File: src/rtl/new_usb_dmawritebacked_pkg.sv
// ED writeback types: endpoint descriptor layout, queued writeback request,
// FSM encoding and the dword packing helper shared by the writeback datapath.
`default_nettype none

package new_usb_dmawritebacked_pkg;

  typedef struct packed {
    logic [10:0] mps;
    logic        f;
    logic        k;
    logic        s;
    logic [1:0]  d;
    logic [3:0]  en;
    logic [6:0]  fa;
    logic [27:0] headp;
    logic        c;
    logic        h;
    logic [27:0] nextp;
  } endpoint_descriptor;

  typedef struct packed {
    endpoint_descriptor ed;
    logic [27:0]        tailp;
    logic [27:0]        addr;
    logic               full;
  } ed_writeback_req;

  localparam int ED_DWORDS      = 4;
  localparam int ED_HEADP_DWORD = 2;

  typedef enum logic [1:0] {
    ST_IDLE = 2'd0,
    ST_SEND = 2'd1,
    ST_DONE = 2'd2
  } wb_state_e;

  // OHCI in-memory ED layout, one dword per index.
  function automatic logic [31:0] ed_dword(input endpoint_descriptor ed,
                                           input logic [27:0] tailp,
                                           input logic [1:0] idx);
    logic [31:0] d;
    case (idx)
      2'd0:    d = {5'b0, ed.mps, ed.f, ed.k, ed.s, ed.d, ed.en, ed.fa};
      2'd1:    d = {tailp, 4'b0};
      2'd2:    d = {ed.headp, 2'b0, ed.c, ed.h};
      default: d = {ed.nextp, 4'b0};
    endcase
    return d;
  endfunction

endpackage

`default_nettype wire

File: src/rtl/new_usb_dmawritebacked_fifo.sv
// Small synchronous FIFO of ED writeback requests with a same-cycle flush.
`default_nettype none

module new_usb_dmawritebacked_fifo
  import new_usb_dmawritebacked_pkg::*;
#(
  parameter int DEPTH = 2
) (
  input  logic            clk_i,
  input  logic            rst_ni,
  input  logic            i_flush,
  input  logic            i_push,
  input  ed_writeback_req i_data,
  input  logic            i_pop,
  output ed_writeback_req o_data,
  output logic            o_full,
  output logic            o_empty
);

  localparam int PTR_W = (DEPTH > 1) ? $clog2(DEPTH) : 1;
  localparam int CNT_W = $clog2(DEPTH + 1);

  ed_writeback_req  r_mem [DEPTH];
  logic [PTR_W-1:0] r_wptr;
  logic [PTR_W-1:0] r_rptr;
  logic [CNT_W-1:0] r_cnt;
  logic             w_do_push;
  logic             w_do_pop;

  function automatic logic [PTR_W-1:0] f_inc(input logic [PTR_W-1:0] p);
    return (p == PTR_W'(DEPTH - 1)) ? '0 : p + PTR_W'(1);
  endfunction

  assign o_full    = (r_cnt == CNT_W'(DEPTH));
  assign o_empty   = (r_cnt == '0);
  assign w_do_push = i_push && !o_full && !i_flush;
  assign w_do_pop  = i_pop && !o_empty && !i_flush;
  assign o_data    = r_mem[r_rptr];

  always_ff @(posedge clk_i or negedge rst_ni) begin
    if (!rst_ni) begin
      r_wptr <= '0;
      r_rptr <= '0;
      r_cnt  <= '0;
    end else if (i_flush) begin
      r_wptr <= '0;
      r_rptr <= '0;
      r_cnt  <= '0;
    end else begin
      if (w_do_push) r_wptr <= f_inc(r_wptr);
      if (w_do_pop)  r_rptr <= f_inc(r_rptr);
      case ({w_do_push, w_do_pop})
        2'b10:   r_cnt <= r_cnt + CNT_W'(1);
        2'b01:   r_cnt <= r_cnt - CNT_W'(1);
        default: r_cnt <= r_cnt;
      endcase
    end
  end

  always_ff @(posedge clk_i) begin
    if (w_do_push) r_mem[r_wptr] <= i_data;
  end

endmodule

`default_nettype wire

File: src/rtl/new_usb_dmawritebacked.sv
// Endpoint-descriptor writeback engine: queues requests and serialises each
// into OHCI ED dwords on a valid/ready DMA write channel (full or head-only).
`default_nettype none

module new_usb_dmawritebacked
  import new_usb_dmawritebacked_pkg::*;
#(
  parameter int QueueDepth = 2
) (
  input  logic               clk_i,
  input  logic               rst_ni,
  input  logic               req_valid_i,
  output logic               req_ready_o,
  input  endpoint_descriptor req_ed_i,
  input  logic [27:0]        req_tailp_i,
  input  logic [27:0]        req_addr_i,
  input  logic               req_full_i,
  input  logic               flush_i,
  output logic [31:0]        dma_addr_o,
  output logic [31:0]        dma_data_o,
  output logic               dma_valid_o,
  input  logic               dma_ready_i,
  output logic               dma_last_o,
  output logic               busy_o,
  output logic               done_o
);

  wb_state_e       r_state;
  wb_state_e       w_state_nxt;
  ed_writeback_req r_req;
  logic [1:0]      r_idx;
  logic [1:0]      w_idx_nxt;
  ed_writeback_req w_in;
  ed_writeback_req w_head;
  logic            w_full;
  logic            w_empty;
  logic            w_push;
  logic            w_pop;
  logic            w_last;
  logic            w_send;

  assign w_in = '{ed: req_ed_i, tailp: req_tailp_i, addr: req_addr_i, full: req_full_i};

  // A flush in the same cycle as a request drops the request.
  assign w_push      = req_valid_i && !w_full && !flush_i;
  assign req_ready_o = !w_full;

  new_usb_dmawritebacked_fifo #(
    .DEPTH (QueueDepth)
  ) u_queue (
    .clk_i   (clk_i),
    .rst_ni  (rst_ni),
    .i_flush (flush_i),
    .i_push  (w_push),
    .i_data  (w_in),
    .i_pop   (w_pop),
    .o_data  (w_head),
    .o_full  (w_full),
    .o_empty (w_empty)
  );

  assign w_send = (r_state == ST_SEND);
  assign w_last = r_req.full ? (r_idx == 2'(ED_DWORDS - 1)) : 1'b1;

  // Dword n lives at base + 4n; base is 16-byte aligned so no carry.
  assign dma_addr_o = w_send ? {r_req.addr, r_idx, 2'b00} : 32'h0;
  assign dma_data_o = w_send ? ed_dword(r_req.ed, r_req.tailp, r_idx) : 32'h0;
  assign dma_last_o = w_send && w_last;
  assign busy_o     = !w_empty || (r_state != ST_IDLE);

  always_comb begin
    w_state_nxt = r_state;
    w_idx_nxt   = r_idx;
    w_pop       = 1'b0;
    dma_valid_o = 1'b0;
    done_o      = 1'b0;
    case (r_state)
      ST_IDLE: begin
        if (!w_empty && !flush_i) begin
          w_pop       = 1'b1;
          w_state_nxt = ST_SEND;
          w_idx_nxt   = w_head.full ? 2'd0 : 2'(ED_HEADP_DWORD);
        end
      end
      ST_SEND: begin
        dma_valid_o = 1'b1;
        if (dma_ready_i) begin
          if (w_last) w_state_nxt = ST_DONE;
          else        w_idx_nxt   = r_idx + 2'd1;
        end
      end
      ST_DONE: begin
        done_o      = 1'b1;
        w_state_nxt = ST_IDLE;
      end
      default: w_state_nxt = ST_IDLE;
    endcase
  end

  always_ff @(posedge clk_i or negedge rst_ni) begin
    if (!rst_ni) begin
      r_state <= ST_IDLE;
      r_idx   <= 2'd0;
      r_req   <= '0;
    end else begin
      r_state <= w_state_nxt;
      r_idx   <= w_idx_nxt;
      if (w_pop) r_req <= w_head;
    end
  end

endmodule

`default_nettype wire

File: config.mk
export PLATFORM = sky130hd
export DESIGN_NAME = new_usb_dmawritebacked
export DESIGN_NICKNAME = d
export VERILOG_FILES = /design/src/rtl/new_usb_dmawritebacked_pkg.sv /design/src/rtl/new_usb_dmawritebacked_fifo.sv /design/src/rtl/new_usb_dmawritebacked.sv
export SDC_FILE = /design/constraint.sdc
export NUM_CORES = 1
export LEC_CHECK = 0
export ABC_CLOCK_PERIOD_IN_PS = 38400
export BUFFER_PORTS_ARGS = -buffer_cell sky130_fd_sc_hd__buf_4
export CORE_UTILIZATION = 35
export CTS_CLUSTER_DIAMETER = 150
export DETAILED_ROUTE_END_ITERATION = 16
export GPL_TIMING_DRIVEN = 0
export HOLD_SLACK_MARGIN = 0.02
export PLACE_DENSITY = 0.54
export SLEW_MARGIN = 0
export SYNTH_ARGS = -nofsm -noshare
export SYNTH_HDL_FRONTEND = slang
export SYNTH_HIERARCHICAL = 1
export SYNTH_SLANG_ARGS = --single-unit
File: constraint.sdc
create_clock -name clk_i -period 38.4 [get_ports clk_i]
set_input_delay 1.92 -clock clk_i [delete_from_list [all_inputs] [get_ports clk_i]]
set_output_delay 1.92 -clock clk_i [all_outputs]
set_load 0.01 [all_outputs]
==> reports/qor.tcl, run 1 <==
set qor(numCtsBuffers) 47
set qor(share_of_power_burned_in_registers_pct) 46.1
set qor(first_pass_drt_iterations) 6
set qor(max-vdd-ir-drop_v) 0.0000399
set qor(via_count) 9355
set qor(initial_core_util_pct) 35.7
set qor(end_kind) {output pin}
set qor(nets) 1420
set qor(clock-root-buffer) {clkbuf_16}
set qor(placementRows) 80
set qor(rsz0062_at_grt) {false}
set qor(power.share.combinational_pct) 22.4
set qor(cts.repair_timing.setup_buffer_count) 0
set qor(grt_usage_pct) 17.2
set qor(synth_flop_cell) {edfxtp_1}
set qor(timing.final.setup_violations) 0
set qor(p_r_area_growth_vs_syn_pct) 25.0
set qor(syn_area_per_cell_um2) 17.6
set qor(synth.area.top_cells) {edfxtp_1, dfrtp_1, mux2_1}
set qor(clk_slew_on_worst_s_h_paths_ns) 0.06
set qor(numPortBuffers) 213
set qor(vias_in_the_first_global_route) 9995
set qor(hpwl_um) 29400
set qor(cp_max_fo) 10
set qor(finalClockSkew_ns) 0.0229
set qor(synth_edf_count) 284
set qor(drtIter0Drc) 584
set qor(worst-setup-path-type) {register to output pin}
set qor(worst_pin_slew_ns) 0.852
set qor(finalNonFillerCells) 1924
set qor(total_switching_power_w) 0.000379
set qor(final.min_clock_period_ns) 5.25
set qor(die_h_um) 223
set qor(critPathLaunchType) {register}
set qor(hold_slack_ns) 0.490
set qor(crit_arrival_ns) 3.33
set qor(yosys_warnings) 6
set qor(max_slew_margin_pct) 43.2
set qor(crit_path_most_repeated_cell) {clkbuf_1}
set qor(synth.top_cell.area_share_pct) 49.8
set qor(drive_above_1_share_pct) 33.7
set qor(drt-wirelength-per-cell_um) 21.8
set qor(drt_drc_violations_left) 0
set qor(post_cts_resize_count) 0
set qor(tritoncts_num_sinks) 434
set qor(ys_seq_elements) 434
set qor(power.switching_fraction_pct) 27.8
set qor(cp_cell_sequence) {inv_1 > ha_1 > clkbuf_1 > clkbuf_1 > a222oi_1 > o21a_1 > nor2_1 > buf_4}
set qor(p_int_w) 0.000983
set qor(cts_hold_buffers) 0
set qor(chipWidth_um) 223
set qor(crit_path_top_delay_cell) {clkbuf_1}
set qor(netlist_area_um2) 17100
set qor(wire_length_of_the_first_global_routing_pass_um) 63100
set qor(hold_class) {register to register}
set qor(final_core_utilization_pct) 44.6
set qor(clk_latency_ns) 0.58
set qor(final_max_slew_viol_count) 0
set qor(design.die.area_um2) 49800
set qor(setup-tns-final_ns) 0
set qor(hold_viol_final) 0
set qor(placed_cells_incl_taps) 1835
set qor(synth_top_area_cell) {edfxtp_1}
set qor(yosysUniqueCellTypes) 40
set qor(core-area_um2) 47900
set qor(static_power_due_to_leakage_nw) 8.16
set qor(final.period_utilization_pct) 13.7
set qor(cellPowerDensity_nw_per_um2) 63.7
set qor(fraction_of_power_consumed_by_the_clock_network_pct) 31.4
set qor(cts.path.max_buffers) 3
set qor(routabilityCongestion) 0.732
set qor(h-tree-depth) 2
set qor(run_status) {finished, final reports clean}
set qor(wirelength_um) 42000
set qor(achievable-frequency_ghz) 0.190
set qor(postSynthCellCount) 971
set qor(ys_async_sr_fraction_pct) 34.6
set qor(layout.filler_cells) 4278
set qor(critPathMaxStageDelay_ns) 0.64
set qor(worst-endpoint-required_ns) 36.48
set qor(vias_per_cell) 4.86
set qor(antenna_violations_before_repair) 5
set qor(synth.yosys.seq_area_share_pct) 71.7
set qor(grt_overflow_total) 0
set qor(drv_cap) 0
set qor(grt_start_max_net_pins) 81
set qor(tritoncts) {yes}
set qor(io-pin-count) 216
set qor(detail-route-antenna-nets) 0
[final timing paths]
kind	from	end	slack [ns]	cells after the start
max in group asynchronous	rst_ni	r_req[70]$_DFFE_PN0P_	36.21	2
worst min-delay path	r_req[62]$_DFFE_PN0P_	r_req[62]$_DFFE_PN0P_	0.49	1
min in group asynchronous	rst_ni	r_req[18]$_DFFE_PN0P_	1.30	1
worst max-delay path	r_idx[0]$_DFFE_PN0P_	dma_data_o[20]	33.15	8
worst min register to register	r_req[62]$_DFFE_PN0P_	r_req[62]$_DFFE_PN0P_	0.49	1
worst max register to register	u_queue/r_cnt[1]$_DFFE_PN0P_	u_queue/r_mem[1][100]$_DFFE_PP_	34.89	10
[cell usage in the layout, fill, tap and decap left out, drive strengths merged, types with 3 or more instances in the layout]
master,instances
clkinv,8
inv,8
ha,4
buf,283
nand2,25
a222oi,23
mux2,284
dfrtp,150
o21ai,3
o21a,23
a221oi,5
clkbuf,101
nand2b,3
nor3,8
a22oi,4
edfxtp,284
nor2,32
and2,29
and3,3
nor2b,7
[power by group through the flow]
stage | Combinational, W | Clock, W | Sequential (W)
final | 0.000305 | 0.000429 | 0.000629
after global routing | 0.000334 | 0.000459 | 0.000639
after CTS | 0.000312 | 0.000443 | 0.000629
after detailed placement | 0.000310 | 0 | 0.000638
after global placement | 0.000303 | 0 | 0.000640
after floorplan | 0.000186 | 0 | 0.000622
[stage by stage]
step           setup WS [ns]  power, W  cell area [µm²]
2_1_floorplan          24.70  0.000809            17100
3_3_place_gp           15.95  0.000943            19500
3_5_place_dp           33.46  0.000948            19900
4_1_cts                33.10   0.00138            21400
5_1_grt                32.97   0.00143            21400
6_report               33.15   0.00136            21400
[state kept, by name (all words and copies together), names as in the netlist]
signal,cells
r_idx,2
r_req,142
r_state,2
u_queue/r_cnt,2
u_queue/r_mem,284
u_queue/r_rptr,1
u_queue/r_wptr,1
[critical path: cells and delay by family (launching register included)]
| family | cells | cell delay, ns |
|---|---|---|
| buf+inv | 4 | 1.57 |
| compound gates | 2 | 0.38 |
| flops | 1 | 0.44 |
| fa+ha+maj | 1 | 0.16 |
| simple gates | 1 | 0.19 |
[kinds of logic (layout without fill, tap and decap cells)]
group | Yosys count | count (layout) | share of synthesized area, %
muxes | 286 | 286 | 18.8
DFF | 434 | 434 | 71.7
AOI/OAI and AO/OA | 64 | 64 | 3.16
other | 1 | 3 | 0.0219
and+or+nand+nor | 116 | 116 | 3.45
xor gates and xnor gates | 1 | 1 | 0.0512
adders and majority gates | 4 | 4 | 0.292
buffers and inverters | 65 | 401 | 2.49
[final cells by class]
type | count | area (µm²) | share of cell area (%)
multi-input combinational | 473 | 4430 | 20.7
clock buffer | 78 | 1360 | 6.38
inverter | 7 | 26.3 | 0.123
sequential | 434 | 12300 | 57.4
antenna | 1 | 2.50 | 0.0117
timing repair buffer | 248 | 2040 | 9.52
buffer | 58 | 400 | 1.87
clock inverter | 10 | 87.6 | 0.409
tap | 615 | 769 | 3.60
[per-layer routing]
metal	wire (µm)	share of wire (%)	track usage, %
met1	18500	44	22.7
met2	19800	47	27.6
met3	2880	6.9	4.82
met4	777	1.9	4.89
met5	53	0.13	0
[synth_stat cells (2+ instances only)]
cell,instances
edfxtp_1,284
a221oi_1,5
o21a_1,23
buf_6,9
a21oi_1,2
mux2_1,192
dfrtp_1,150
clkbuf_1,23
o21ai_0,3
ha_1,4
and2_1,29
nor2b_1,7
buf_8,5
nor3_1,8
mux2i_1,2
mux2_2,92
nor2_1,32
inv_1,6
a22oi_1,4
nand2_1,25
a222oi_1,23
buf_4,13
buf_2,8
nand2b_1,3
and3_1,3
nor3b_1,2
Note: power is estimated with default switching activity, not from simulation.
==> run 2, diff against run 1 <==
ABC_CLOCK_PERIOD_IN_PS = 4700   (was 38400)
PLACE_DENSITY = 0.56   (was 0.54)
clock period = 4.7 ns   (was 38.4 ns; I/O delays follow)
==> run 2 against run 1 <==
Against the previous run:
- clock power rose to 8.5 times the previous value
- highest routed layer unchanged
- setup slack got worse by 32 ns
- register-to-register slack got worse by 33 ns
- worst hold slack got worse by 0.29 ns
- die area did not move
- sequential share of layout area fell by 4.0 points
- via count rose by 5.6%
- combinational power rose to 8.7 times the previous value
- core utilization rose by 3.3 points
- first-iteration DRC count rose by 1.7%
==> reports/qor.tcl, run 2 (same netlist as run 1, synthesis figures left out) <==
set qor(placed_cells_incl_taps) 1824
set qor(grt_overflow_total) 0
set qor(hold_viol_final) 0
set qor(p_r_area_growth_vs_syn_pct) 34.2
set qor(most-common-layout-cells) {edfxtp_1, buf_4, mux2_1}
set qor(r2r_end) {u_queue/r_mem[1][96]$_DFFE_PP_}
set qor(io-pin-count) 216
set qor(die_h_um) 223
set qor(vias_per_cell) 4.80
set qor(drt-wirelength-per-cell_um) 21.0
set qor(globalRouteMet3Util_pct) 3.90
set qor(layout_commonest_cell) {edfxtp_1}
set qor(hold_depth) 4
set qor(final_max_slew_viol_count) 0
set qor(ff2ff_path_depth) 9
set qor(cellPowerDensity_nw_per_um2) 497
set qor(timing.final.setup_violations) 0
set qor(h-tree-depth) 2
set qor(timing.final.ws_setup_ns) 1.03
set qor(nets) 1554
set qor(max_slew_margin_pct) 38.2
set qor(finalNonFillerCells) 2059
set qor(worst-setup-path-type) {register to output pin}
set qor(clock-root-buffer) {clkbuf_16}
set qor(run_status) {finished, final reports clean}
set qor(placementRows) 80
set qor(largest_register_ff_count) 284
set qor(cp_cell_sequence) {inv_1 > ha_1 > clkbuf_1 > clkbuf_1 > a222oi_1 > o21a_1 > nor2_1 > buf_4}
set qor(wirelength_um) 43200
set qor(crit_arrival_ns) 3.43
set qor(tritoncts_num_sinks) 434
set qor(numCtsBuffers) 47
set qor(achievable-frequency_ghz) 0.273
set qor(worst-endpoint-required_ns) 4.47
set qor(finalClockSkew_ns) 0.0135
set qor(drt_drc_violations_left) 0
set qor(critPathMaxStageDelay_ns) 0.67
set qor(clk_slew_on_worst_s_h_paths_ns) 0.06
set qor(worst_pin_slew_ns) 0.927
set qor(grt_usage_pct) 17.6
set qor(grt_use_met2_pct) 28.9
set qor(critPathLaunchType) {register}
set qor(vias_in_the_first_global_route) 10500
set qor(chipWidth_um) 223
set qor(drv_cap) 0
set qor(hpwl_um) 29000
set qor(hold_class) {input port to register}
set qor(routabilityCongestion) 0.744
set qor(static_power_due_to_leakage_nw) 8.80
set qor(final.min_clock_period_ns) 3.67
set qor(numPortBuffers) 213
set qor(crit_path_top_delay_cell) {clkbuf_1}
set qor(grt_use_met1_pct) 23.4
set qor(fin_total_pwr_w) 0.0114
set qor(grt-busiest-layer) {met2}
set qor(hold_path_startpoint) {req_valid_i}
set qor(regToRegStartpoint) {u_queue/r_cnt[1]$_DFFE_PN0P_}
set qor(grt_start_max_net_pins) 82
set qor(via_count) 9876
set qor(final.period_utilization_pct) 78.0
set qor(place_worst_setup_slack_ns) 1.53
set qor(drtIter0Drc) 594
set qor(cp_max_fo) 10
set qor(detail-route-antenna-nets) 0
set qor(registers.top_by_ff_count) {u_queue/r_mem}
set qor(crit_path_most_repeated_cell) {clkbuf_1}
set qor(core-area_um2) 47900
set qor(end_kind) {output pin}
set qor(clk_latency_ns) 0.57
set qor(antenna_violations_before_repair) 7
set qor(final_core_utilization_pct) 47.9
set qor(first_pass_drt_iterations) 6
set qor(setup-tns-final_ns) 0
set qor(critical_path.top_delay_family) {buffers and inverters}
set qor(timing.critical_path.buf_inv) 4
set qor(cts.path.max_buffers) 3
set qor(largest_regs) {u_queue/r_mem (284), r_req (142)}
set qor(design.die.area_um2) 49800
set qor(initial_core_util_pct) 35.7
set qor(max-vdd-ir-drop_v) 0.000339
set qor(drive_above_1_share_pct) 30.4
set qor(slack_of_the_worst_reg_to_reg_path_ns) 1.86
set qor(tritoncts) {yes}
set qor(rsz0062_at_grt) {false}
set qor(hold_end) {u_queue/r_cnt[0]$_DFFE_PN0P_}
set qor(wire_length_of_the_first_global_routing_pass_um) 65000
[run 2: cell types whose count changed in the layout (fill, tap and decap cells not counted), moves of 2 or more]
cell	previous run	this run
clkbuf_8	5	7
clkinv_2	5	7
diode_2	1	3
buf_6	36	9
buf_8	12	23
nor3b_4	0	2
clkbuf_16	48	50
dlygate4sd3_1	0	145
clkbuf_1	48	41
buf_16	1	7
[run 2: repair_timing]
action,4_1_cts,5_1_grt
gates resized for setup,0,0
buffers inserted,0,0
hold buffers,145,0
endpoints found under the hold margin,360,0
[run 2: area by class of cell]
type | count | area [µm²]
inverter | 7 | 26.3
sequential | 434 | 12300
clock inverter | 12 | 111
multi-input combinational | 473 | 4460
antenna | 3 | 7.51
tap | 615 | 769
fill | 4154 | 25000
buffer | 58 | 400
timing repair buffer | 382 | 3510
clock buffer | 75 | 1420
[run 2: worst max path at each step]
stage                            startpoint                             end  slack [ns]  depth (start not counted)
3_5_place_dp           r_idx[0]$_DFFE_PN0P_                  dma_data_o[20]        1.53                          8
6_report               r_idx[0]$_DFFE_PN0P_                  dma_data_o[20]        1.03                          8
2_1_floorplan  u_queue/r_cnt[1]$_DFFE_PN0P_   u_queue/r_mem[1][0]$_DFFE_PP_       -0.35                          4
4_1_cts                r_idx[0]$_DFFE_PN0P_                  dma_data_o[20]        0.89                          8
3_3_place_gp   u_queue/r_cnt[1]$_DFFE_PN0P_  u_queue/r_mem[1][39]$_DFFE_PP_       -3.26                          4
5_1_grt                r_idx[0]$_DFFE_PN0P_                  dma_data_o[20]        0.81                          8
[run 2: report_power, final]
part | switching [W] | internal [W]
Sequential | 0.000361 | 0.00477
Combinational | 0.00132 | 0.00131
Clock | 0.00149 | 0.00217
Total | 0.00317 | 0.00826
[run 2: stage by stage]
stage / hold slack [ns] / cell area, µm²
2_1_floorplan: -0.0606 / 17200
5_1_grt: 0.196 / 23000
4_1_cts: 0.151 / 23000
6_report: 0.196 / 23000
3_3_place_gp: 0.421 / 19500
3_5_place_dp: 0.267 / 20000
[run 2: metal layers]
layer	up-vias	routed length, µm
met1	5009	18900
met3	57	2400
met2	250	20900
li1	4554	-
met5	-	37
met4	6	867
[run 2: worst register-to-register path: cells and delay by family (launching register included)]
kind	cells	cell delay (ns)
DFF	1	0.43
and+or+nand+nor	4	1.14
buffers and inverters	5	0.98
